## config.mk

```make
export PLATFORM = sky130hd
export DESIGN_NAME = coherence_snoop_initiator
export DESIGN_NICKNAME = d
export VERILOG_FILES = /design/src/rtl/coherence_snoop_initiator_pkg.sv /design/src/rtl/coherence_snoop_initiator_rr_arbiter.sv /design/src/rtl/coherence_snoop_initiator.sv
export SDC_FILE = /design/constraint.sdc
export NUM_CORES = 1
export LEC_CHECK = 0
export BUFFER_PORTS_ARGS = -buffer_cell sky130_fd_sc_hd__clkbuf_2
export CAP_MARGIN = 20
export CORE_ASPECT_RATIO = 1.1
export CORE_UTILIZATION = 29
export CTS_BUF_LIST = sky130_fd_sc_hd__clkbuf_4
export CTS_CLUSTER_SIZE = 20
export DETAILED_ROUTE_END_ITERATION = 10
export PLACE_DENSITY = 0.62
export SLEW_MARGIN = 5
export SYNTH_ARGS = -nofsm -noshare
export SYNTH_HDL_FRONTEND = slang
export SYNTH_SLANG_ARGS = --single-unit
```

## constraint.sdc

```tcl
create_clock -name clk -period 3.35 [get_ports clk]
set_input_delay 0.335 -clock clk [delete_from_list [all_inputs] [get_ports clk]]
set_output_delay 0.335 -clock clk [all_outputs]
set_load 0.005 [all_outputs]
```

## src/rtl/coherence_snoop_initiator_pkg.sv

```systemverilog
// Shared types for the coherence snoop initiator: snoop type codes,
// response codes, FSM states and a saturating counter helper.
package coherence_pkg;

  localparam int SNOOP_TYPE_W = 3;

  typedef enum logic [SNOOP_TYPE_W-1:0] {
    SNP_READ_SHARED   = 3'd0,
    SNP_READ_UNIQUE   = 3'd1,
    SNP_CLEAN_INVALID = 3'd2,
    SNP_MAKE_INVALID  = 3'd3,
    SNP_CLEAN_SHARED  = 3'd4
  } snoop_type_e;

  localparam logic [2:0] SNP_RESP_OKAY   = 3'd0;
  localparam logic [2:0] SNP_RESP_SHARED = 3'd1;
  localparam logic [2:0] SNP_RESP_PASSDIRTY = 3'd2;
  localparam logic [2:0] SNP_RESP_UNIQUE = 3'd3;

  typedef enum logic [1:0] {
    S_IDLE,
    S_ISSUE,
    S_WAIT,
    S_COMPLETE
  } snoop_state_e;

  // Codes above CLEAN_SHARED are reserved and are never sent to the fabric
  function automatic logic type_is_legal(input logic [SNOOP_TYPE_W-1:0] t);
    return t <= SNP_CLEAN_SHARED;
  endfunction

  function automatic logic [31:0] sat_inc(input logic [31:0] v);
    return (v == 32'hFFFF_FFFF) ? v : v + 32'd1;
  endfunction

endpackage

```

## src/rtl/coherence_snoop_initiator_rr_arbiter.sv

```systemverilog
// Round-robin arbiter: searches upward from rr_ptr with wrap and moves the
// pointer past the winner whenever the grant is consumed.
module rr_arbiter #(
  parameter int N    = 4,
  parameter int ID_W = $clog2(N)
) (
  input  logic            clk,
  input  logic            rst_n,
  input  logic [N-1:0]    req,
  input  logic            advance,
  output logic [N-1:0]    grant,
  output logic [ID_W-1:0] grant_id,
  output logic            grant_any
);

  logic [ID_W-1:0] rr_ptr;

  always_comb begin
    int idx;
    logic [ID_W-1:0] cand;
    grant     = '0;
    grant_id  = '0;
    grant_any = 1'b0;
    idx       = 0;
    cand      = '0;
    for (int i = 0; i < N; i++) begin
      idx = int'(rr_ptr) + i;
      if (idx >= N) idx = idx - N;
      cand = ID_W'(idx);
      if (!grant_any && req[cand]) begin
        grant_any   = 1'b1;
        grant_id    = cand;
        grant[cand] = 1'b1;
      end
    end
  end

  always_ff @(posedge clk) begin
    if (!rst_n) begin
      rr_ptr <= '0;
    end else if (advance) begin
      rr_ptr <= (int'(grant_id) == N - 1) ? '0 : grant_id + ID_W'(1);
    end
  end

endmodule

```

## src/rtl/coherence_snoop_initiator.sv

```systemverilog
// Snoop initiator: arbitrates agent requests, issues one snoop at a time,
// samples the aggregated response after a fixed latency and returns a completion.
module coherence_snoop_initiator
  import coherence_pkg::*;
#(
  parameter int NUM_REQ      = 4,
  parameter int ADDR_WIDTH   = 64,
  parameter int RESP_LATENCY = 2,
  parameter int ID_W         = $clog2(NUM_REQ)
) (
  input  logic                               clk,
  input  logic                               rst_n,
  input  logic [NUM_REQ-1:0]                 req_valid,
  output logic [NUM_REQ-1:0]                 req_ready,
  input  logic [NUM_REQ*ADDR_WIDTH-1:0]      req_addr,
  input  logic [NUM_REQ*SNOOP_TYPE_W-1:0]    req_type,
  output logic [NUM_REQ-1:0]                 cpl_valid,
  output logic                               cpl_hit,
  output logic                               cpl_dirty,
  output logic [2:0]                         cpl_resp,
  output logic                               cpl_err,
  output logic                               snoop_req,
  output logic [ADDR_WIDTH-1:0]              snoop_addr,
  output logic [SNOOP_TYPE_W-1:0]            snoop_type,
  input  logic                               snoop_hit,
  input  logic                               snoop_dirty,
  input  logic [2:0]                         snoop_resp,
  output logic                               busy,
  output logic [31:0]                        stat_issued,
  output logic [31:0]                        stat_hits,
  output logic [31:0]                        stat_dirty
);

  localparam int CNT_W = (RESP_LATENCY > 1) ? $clog2(RESP_LATENCY) : 1;

  snoop_state_e             state;
  logic [ID_W-1:0]          cur_id;
  logic [CNT_W-1:0]         wait_cnt;
  logic [NUM_REQ-1:0]       grant;
  logic [ID_W-1:0]          grant_id;
  logic                     grant_any;
  logic                     accept;
  logic [ADDR_WIDTH-1:0]    sel_addr;
  logic [SNOOP_TYPE_W-1:0]  sel_type;

  // The handshake completes in the same cycle the grant is shown; never during reset
  assign accept    = rst_n && (state == S_IDLE) && grant_any;
  assign req_ready = accept ? grant : '0;
  assign busy      = (state != S_IDLE);
  assign sel_addr  = req_addr[int'(grant_id)*ADDR_WIDTH +: ADDR_WIDTH];
  assign sel_type  = req_type[int'(grant_id)*SNOOP_TYPE_W +: SNOOP_TYPE_W];

  rr_arbiter #(
    .N    (NUM_REQ),
    .ID_W (ID_W)
  ) u_arb (
    .clk       (clk),
    .rst_n     (rst_n),
    .req       (req_valid),
    .advance   (accept),
    .grant     (grant),
    .grant_id  (grant_id),
    .grant_any (grant_any)
  );

  always_ff @(posedge clk) begin
    if (!rst_n) begin
      state       <= S_IDLE;
      cur_id      <= '0;
      wait_cnt    <= '0;
      snoop_req   <= 1'b0;
      snoop_addr  <= '0;
      snoop_type  <= '0;
      cpl_valid   <= '0;
      cpl_hit     <= 1'b0;
      cpl_dirty   <= 1'b0;
      cpl_resp    <= SNP_RESP_OKAY;
      cpl_err     <= 1'b0;
      stat_issued <= '0;
      stat_hits   <= '0;
      stat_dirty  <= '0;
    end else begin
      snoop_req <= 1'b0;
      cpl_valid <= '0;
      cpl_hit   <= 1'b0;
      cpl_dirty <= 1'b0;
      cpl_resp  <= SNP_RESP_OKAY;
      cpl_err   <= 1'b0;

      case (state)
        S_IDLE: begin
          if (accept) begin
            cur_id <= grant_id;
            if (type_is_legal(sel_type)) begin
              state       <= S_ISSUE;
              snoop_req   <= 1'b1;
              snoop_addr  <= sel_addr;
              snoop_type  <= sel_type;
              wait_cnt    <= CNT_W'(RESP_LATENCY - 1);
              stat_issued <= sat_inc(stat_issued);
            end else begin
              // Reserved type: report an error without touching the fabric
              state     <= S_COMPLETE;
              cpl_valid <= NUM_REQ'(1) << grant_id;
              cpl_err   <= 1'b1;
            end
          end
        end

        S_ISSUE: begin
          state <= S_WAIT;
        end

        S_WAIT: begin
          if (wait_cnt == '0) begin
            state     <= S_COMPLETE;
            cpl_valid <= NUM_REQ'(1) << cur_id;
            cpl_hit   <= snoop_hit;
            cpl_dirty <= snoop_dirty;
            cpl_resp  <= snoop_resp;
            if (snoop_hit)   stat_hits  <= sat_inc(stat_hits);
            if (snoop_dirty) stat_dirty <= sat_inc(stat_dirty);
          end else begin
            wait_cnt <= wait_cnt - CNT_W'(1);
          end
        end

        S_COMPLETE: begin
          state <= S_IDLE;
        end

        default: begin
          state <= S_IDLE;
        end
      endcase
    end
  end

endmodule

```

==> summary.md, run 1 <==
| Metric | Value |
|---|---|
| GPL Wtd Cong | `0.856` |
| Dpl cell area | `13,000 sq um` |
| Die X | `180 um` |
| DRT Pass-1 Iters | `4` |
| Fill count | `3,638` |
| Post-Layout Inst Area | `13,700 sq um` |
| Number of global-route vias before repair | `10,400` |
| Combinational power share | `0.579` |
| Die area | `35,600 sq um` |
| Fin util | `0.401` |
| CP cell instances | `buf_4 -> mux4_2 -> nor2b_2 -> o21ai_4 -> nand2_8 -> o41ai_4 -> buf_4 -> nor4_4 -> buf_12 -> or4_1 -> a21oi_1` |
| Pint | `5020 uW` |
| Yosys reg bits | `181` |
| Clk_skew | `0.0449 ns` |
| Buffers on Ports | `457` |
| Yosys warnings | `0` |
| Startpoint Class | `flop` |
| Clock network fraction of total power | `0.141` |
| Most used cell, CP | `buf_4` |
| Largest net degree at the start of global routing | `125` |
| Crit path largest cell delay | `0.55 ns` |
| Grt ovf | `0` |
| Fin nets | `2,170` |
| Slew Limit Fails | `0` |
| Final ANT Viol Nets | `0` |
| LEAKAGE | `0.00627 uW` |
| Cells after Synth | `1,417` |
| Unrepaired setup endpoints after global routing | `yes` |
| Syn_area_per_cell | `7.13 sq um` |
| Sw frac | `0.471` |
| Power Density | `690 nW/um^2` |
| Power Total | `9480 uW` |
| Final Hold Vio Count | `0` |
| Setup CP Type | `reg -> reg` |
| P_sw | `4460 uW` |
| Die Span Y | `198 um` |
| Global-route wire length before repair | `57.8 mm` |
| Worst hold margin | `0.0919 ns` |
| Post-DP HPWL | `29.4 mm` |
| Total GRT Usage | `0.208` |
| Standard-cell rows | `71` |
| Status | `complete, no violations` |
| Critical-path top delay cell | `mux4_2` |
| Vias per inst | `4.94` |
| Max Buffers Root-to-Sink | `2` |
| Initial antenna violation count | `5` |
| Crit path capture type | `flop` |
| Vias | `11,500` |
| # IOs | `458` |
| Total nets after synthesis | `1,713` |
| Most common flop cell mapped by yosys | `dfxtp_1` |
| Layout cell share with drive strength beyond 1 | `0.303` |
| Htree depth | `4` |
| Core area | `34,300 sq um` |
| Final setup fails | `0` |
| Sum Neg Setup Slack | `0 ns` |
| Critical Path AT | `3.77 ns` |
| Peak supply drop | `401 uV` |
| DRT Wirelength | `39.5 mm` |
| Critical Path Fanout Max | `53` |
| Tcrit/Tclk final | `0.977` |
| Drc violations | `0` |
| Initial DRC count | `539` |
| Clock Sinks | `181` |
| Netlist cell types | `60` |
| Ys async rst share | `0` |
| Critical Path RT | `3.85 ns` |
| Cell family with most CP delay | `simple AND/OR/NAND/NOR gates` |
| CTS tree | `yes` |
| Number of synthesized flops with an enable pin | `0` |
| P&R area growth vs syn | `35.9%` |
| Worst Hold Class | `in -> reg` |
| Worst-Margin Slew | `1.03 ns` |
| WL/cell | `17.0 um` |
| Initial Util | `0.295` |
| Sequential fraction of the synthesis area | `0.358` |
| Total CTS buffers | `17` |
| Reg power frac | `0.280` |
| CTS Root Cell | `clkbuf_4` |
| Synth Cell Area | `10,100 sq um` |
| Number of buffers and inverters on the critical path | `3` |
| Maximum achievable frequency | `306 MHz` |
| Worst-path clk slew | `0.19 ns` |
| Skew-Pair Late Insertion Delay | `0.59 ns` |
| Max cap viols | `0` |
| Slew headroom | `0.309` |
| Final min period | `3.27 ns` |
==> power by group through the flow <==
stage | Sequential (uW) | Clock [uW] | Combinational [uW]
2_1_floorplan | 2700 | 0 | 3320
3_3_place_gp | 2700 | 0 | 5050
3_5_place_dp | 2710 | 0 | 5120
4_1_cts | 2660 | 1420 | 5250
5_1_grt | 2690 | 1480 | 6130
6_report | 2660 | 1330 | 5490
==> layout make-up <==
cell class                      instances  area (sq um)  share of cell area
Antenna cell                            4          10.0            0.000729
Clock buffer                           20           150              0.0109
Clock inverter                         12           149              0.0108
Inverter                               23          95.1             0.00692
Multi-Input combinational cell       1118          6100               0.444
Sequential cell                       181          3620               0.264
Tap cell                              438           548              0.0399
Timing Repair Buffer                  533          3060               0.223
==> logic make-up after synthesis <==
logic type      Yosys count  synth area share
simple gates            787             0.358
compound gates          231             0.134
flops                   181             0.358
buf+inv                 118            0.0486
xor+xnor                 59            0.0511
mux                      24            0.0288
fa+ha+maj                17            0.0210
==> worst paths after layout <==
check / slack (ns) / from / cells after the start / end
min: 0.09 / req_addr[52] / 5 / snoop_addr[52]
max reg2reg: 0.08 / u_arb.rr_ptr[0] / 11 / stat_issued[16]
min reg2reg: 0.47 / snoop_addr[63] / 2 / snoop_addr[63]
max: 0.08 / u_arb.rr_ptr[0] / 11 / stat_issued[16]
==> Yosys cell counts, types with 3 or more instances <==
| master | instances | share of area |
|---|---|---|
| nor2_1 | 274 | 0.10 |
| nand2_1 | 182 | 0.068 |
| dfxtp_1 | 181 | 0.36 |
| nand3_1 | 178 | 0.088 |
| o21ai_0 | 124 | 0.061 |
| clkbuf_1 | 74 | 0.027 |
| a21oi_1 | 30 | 0.015 |
| and3_1 | 30 | 0.019 |
| xor2_1 | 30 | 0.026 |
| xnor2_1 | 29 | 0.025 |
| o21ai_1 | 26 | 0.013 |
| and2_1 | 22 | 0.014 |
| inv_1 | 22 | 0.0082 |
| nand4_1 | 22 | 0.014 |
| mux2i_1 | 19 | 0.019 |
| ha_1 | 17 | 0.021 |
| or3_1 | 16 | 0.0099 |
| and4_1 | 15 | 0.013 |
| nand2b_1 | 11 | 0.0068 |
| or4_1 | 11 | 0.0082 |
| nor3_1 | 10 | 0.0050 |
| o31ai_1 | 9 | 0.0067 |
| buf_4 | 7 | 0.0052 |
| nor4_1 | 7 | 0.0043 |
| buf_1 | 6 | 0.0022 |
| buf_2 | 6 | 0.0030 |
| a22oi_1 | 5 | 0.0037 |
| o211ai_1 | 5 | 0.0037 |
| a221oi_1 | 4 | 0.0035 |
| mux4_2 | 4 | 0.0089 |
| nor2b_1 | 3 | 0.0019 |
| o21a_1 | 3 | 0.0022 |
==> worst reg2reg max path, cell delays in order (launching register included) <==
cell	delay, ns
dfxtp_2	0.39
buf_4	0.16
mux4_2	0.55
nor2b_2	0.21
o21ai_4	0.25
nand2_8	0.12
o41ai_4	0.37
buf_4	0.20
nor4_4	0.04
buf_12	0.18
or4_1	0.55
a21oi_1	0.16
==> sequential cells by signal, indices dropped and copies added, names as in the netlist <==
signal and count:
wait_cnt 1, stat_hits 32, cpl_dirty 1, state 2, cpl_hit 1, u_arb.rr_ptr 2, cpl_valid 4, cpl_err 1
cpl_resp 3, snoop_type 3, stat_issued 32, snoop_req 1, stat_dirty 32, cur_id 2, snoop_addr 64
==> timing repair <==
| item | CTS | global route |
|---|---|---|
| endpoints found under the hold margin | 21 | 0 |
| pin swaps | 1 | 4 |
| setup buffers | 1 | 7 |
| cloned | 0 | 2 |
| setup endpoints to repair | 11 | 32 |
| hold buffers | 27 | 0 |
| gates resized for setup | 4 | 14 |
==> stage by stage <==
| step | setup WS [ns] | instances |
|---|---|---|
| 6_report | 0.0781 | 2329 |
| 5_1_grt | -0.0486 | 2328 |
| 4_1_cts | -0.00303 | 2313 |
| 3_5_place_dp | -0.0818 | 2253 |
| 3_3_place_gp | -0.0395 | 2253 |
| 2_1_floorplan | 0.00197 | 1417 |
==> metal layers <==
layer,GRT usage,up-vias,share of wire
met5,0,-,0.00023
met1,0.262,5263,0.43
li1,-,5788,-
met4,0.0763,2,0.027
met3,0.0425,45,0.064
met2,0.352,407,0.48
==> layout by cell type, fill, tap and decap left out, drive strengths merged, types with 3 or more instances in the layout <==
master,count
dfxtp,181
a221oi,4
o31ai,9
a22oi,5
xor2,30
and2,23
nor2,274
nand2,183
o21ai,151
mux2i,19
diode,4
nand4,22
and4,15
xnor2,29
and3,30
buf,48
nor2b,3
or4,11
nor4,8
inv,25
o41ai,3
o21a,3
clkbuf,478
nand2b,11
dlygate4sd3,27
a21oi,30
or3,16
clkinv,6
nand3,178
ha,17
nor3,10
o211ai,5
mux4,4
Note: power is estimated with default switching activity, not from simulation.
==> run 2: changes to the inputs <==
--- a/config.mk
+++ b/config.mk
@@ -12,7 +12,7 @@
 export CTS_BUF_LIST = sky130_fd_sc_hd__clkbuf_4
 export CTS_CLUSTER_SIZE = 20
 export DETAILED_ROUTE_END_ITERATION = 10
-export PLACE_DENSITY = 0.62
+export PLACE_DENSITY = 0.6
 export SLEW_MARGIN = 5
 export SYNTH_ARGS = -nofsm -noshare
 export SYNTH_HDL_FRONTEND = slang
==> constraint.sdc (replaced) <==
create_clock -name clk -period 4.14 [get_ports clk]
set_input_delay 0.414 -clock clk [delete_from_list [all_inputs] [get_ports clk]]
set_output_delay 0.414 -clock clk [all_outputs]
set_load 0.005 [all_outputs]
==> run 2 against run 1 <==
The flow now finishes with violations (design-rule violations). Combinational power fell by 28%. Die area did not move. Power fell by 25%. Sequential share of layout area rose by 1.3 points. Non-clock buffer count fell by 50. Critical path type unchanged. Largest power group unchanged. Highest routed layer unchanged.
==> summary.md, run 2 (same netlist as run 1, synthesis figures left out) <==
| Metric | Value |
|---|---|
| CTS tree | `yes (unchanged)` |
| Critical Path AT | `4.34 ns (was 3.77 ns)` |
| Vias | `11,300 (was 11,500)` |
| DRT Pass-1 Iters | `8 (was 4)` |
| Sum Neg Setup Slack | `0 ns (unchanged)` |
| Largest net degree at the start of global routing | `121 (was 125)` |
| Max cap viols | `0 (unchanged)` |
| Critical Path Fanout Max | `53 (unchanged)` |
| Total CTS buffers | `17 (unchanged)` |
| Worst-path clk slew | `0.19 ns (about the same)` |
| GPL Wtd Cong | `0.884 (was 0.856)` |
| Htree depth | `4 (unchanged)` |
| LEAKAGE | `0.00596 uW (was 0.00627 uW)` |
| Drc violations | `2 (was 0)` |
| Wire length on met3 | `2.48 mm (was 2.52 mm)` |
| Fin util | `0.382 (was 0.401)` |
| Peak supply drop | `365 uV (was 401 uV)` |
| Slack of the critical path | `0.291 ns (was 0.0781 ns)` |
| Clk_skew | `0.0454 ns (was 0.0449 ns)` |
| Layout cell share with drive strength beyond 1 | `0.287 (was 0.303)` |
| Crit path capture type | `flop (unchanged)` |
| Commonest non-fill, non-tap cells in the layout | `clkbuf_2, nor2_1, nand2_1 (unchanged)` |
| Max Buffers Root-to-Sink | `2 (unchanged)` |
| Critical Path RT | `4.63 ns (was 3.85 ns)` |
| Worst Hold Launch | `snoop_dirty (was req_addr[52])` |
| CTS Root Cell | `clkbuf_4 (unchanged)` |
| Unrepaired setup endpoints after global routing | `no (was yes)` |
| Final setup fails | `0 (unchanged)` |
| Startpoint Class | `flop (unchanged)` |
| Power Total | `7080 uW (was 9480 uW)` |
| Crit path from | `u_arb.rr_ptr[1] (was u_arb.rr_ptr[0])` |
| Initial Util | `0.295 (unchanged)` |
| Slew headroom | `0.243 (was 0.309)` |
| Standard-cell rows | `71 (unchanged)` |
| Setup CP Type | `reg -> reg (unchanged)` |
| Die area | `35,600 sq um (unchanged)` |
| Final Hold Vio Count | `0 (unchanged)` |
| Pre-CTS setup slack | `0.288 ns (was -0.0818 ns)` |
| Top reg by flops | `snoop_addr (unchanged)` |
| Met1 Wirelength | `17.0 mm (was 16.9 mm)` |
| Skew-Pair Late Insertion Delay | `0.60 ns (was 0.59 ns)` |
| Initial antenna violation count | `4 (was 5)` |
| Max reg flops | `64 (unchanged)` |
| Fin nets | `2,120 (was 2,170)` |
| Worst Hold Class | `in -> reg (unchanged)` |
| Met2 WL | `18.4 mm (was 19.0 mm)` |
| Slew Limit Fails | `0 (unchanged)` |
| DP Cell Count | `2,238 (was 2,253)` |
| Vias per inst | `4.98 (was 4.94)` |
| Final min period | `3.85 ns (was 3.27 ns)` |
| Initial DRC count | `589 (was 539)` |
| Die Span Y | `198 um (unchanged)` |
| Most common cell after layout, fill and taps aside | `clkbuf_2 (unchanged)` |
| P&R area growth vs syn | `29.5% (was 35.9%)` |
| # IOs | `458 (unchanged)` |
| Power Density | `540 nW/um^2 (was 690 nW/um^2)` |
| Top sig layer | `met5 (unchanged)` |
| Post-Layout Cell Count | `2,276 (was 2,329)` |
| Global-route wire length before repair | `58.5 mm (was 57.8 mm)` |
| DRT Wirelength | `38.5 mm (was 39.5 mm)` |
| Total GRT Usage | `0.211 (was 0.208)` |
| Die X | `180 um (unchanged)` |
| Origin of the critical flop-to-flop path | `u_arb.rr_ptr[1] (was u_arb.rr_ptr[0])` |
| Number of global-route vias before repair | `10,300 (was 10,400)` |
| Tcrit/Tclk final | `0.930 (was 0.977)` |
| Final ANT Viol Nets | `0 (unchanged)` |
| Status | `complete, but fails checks (was complete, no violations)` |
| Failing checks | `design-rule violations` |
| Clock Sinks | `181 (unchanged)` |
| Grt ovf | `0 (unchanged)` |
| Worst-Margin Slew | `1.13 ns (was 1.03 ns)` |
| WL/cell | `16.9 um (was 17.0 um)` |
| Post-DP HPWL | `29.9 mm (was 29.4 mm)` |
| Maximum achievable frequency | `260 MHz (was 306 MHz)` |
| Core area | `34,300 sq um (unchanged)` |
| Buffers on Ports | `457 (unchanged)` |
[run 2: cell types whose count changed in the layout (fill, tap and decap cells not counted), moves of 3 or more]
cell | previous run | this run
nor2_2 | 3 | 0
nor2_1 | 270 | 274
dlygate4sd3_1 | 27 | 4
buf_4 | 39 | 18
clkbuf_4 | 20 | 17
[run 2: power by group]
| group | internal [uW] | switching [uW] | total (uW) |
|---|---|---|---|
| registers | 2000 | 158 | 2160 |
| logic | 1360 | 2570 | 3940 |
| clock network | 299 | 682 | 981 |
[run 2: routing by layer]
| metal | track usage | vias to the layer above |
|---|---|---|
| met4 | 0.0563 | 2 |
| met1 | 0.269 | 5195 |
| li1 | - | 5697 |
| met5 | 0 | - |
| met3 | 0.0478 | 41 |
| met2 | 0.358 | 408 |
[run 2: worst paths after layout]
path | endpoint | slack [ns] | cells after the start
max | stat_issued[7] | 0.29 | 11
min | cpl_dirty | 0.12 | 2
max reg2reg | stat_issued[7] | 0.29 | 11
min reg2reg | snoop_addr[58] | 0.47 | 2
[run 2: metrics by stage]
step / instance area (sq um) / hold slack (ns)
after global routing: 13100 / 0.0927
after CTS: 13100 / 0.0412
after detailed placement: 12800 / 0.450
after floorplan: 10100 / 0.442
after global placement: 12800 / 0.444
final: 13100 / 0.125
[run 2: critical path: stages, from the launching register on]
cell	delay, ns
dfxtp_2	0.48
inv_1	0.13
ha_1	0.42
mux4_2	0.37
nor2b_1	0.17
o21ai_1	0.32
nand2_4	0.24
a2111oi_4	0.59
nor4_4	0.11
buf_12	0.19
or4_1	0.51
a21oi_1	0.16
[run 2: area by class of cell]
cell class	instances	area (sq um)
antenna	3	7.51
tap	438	548
clock buffer	17	128
fill	3740	21200
multi-input combinational	1118	6020
timing repair buffer	483	2560
sequential	181	3620
inverter	23	88.8
clock inverter	13	124
[run 2: timing repair]
item / 4_1_cts / 5_1_grt
gates resized for setup: 0 / 1
buffers inserted: 0 / 0
hold buffers: 4 / 0
endpoints found under the hold margin: 4 / 0
endpoints found under the setup margin: 0 / 6
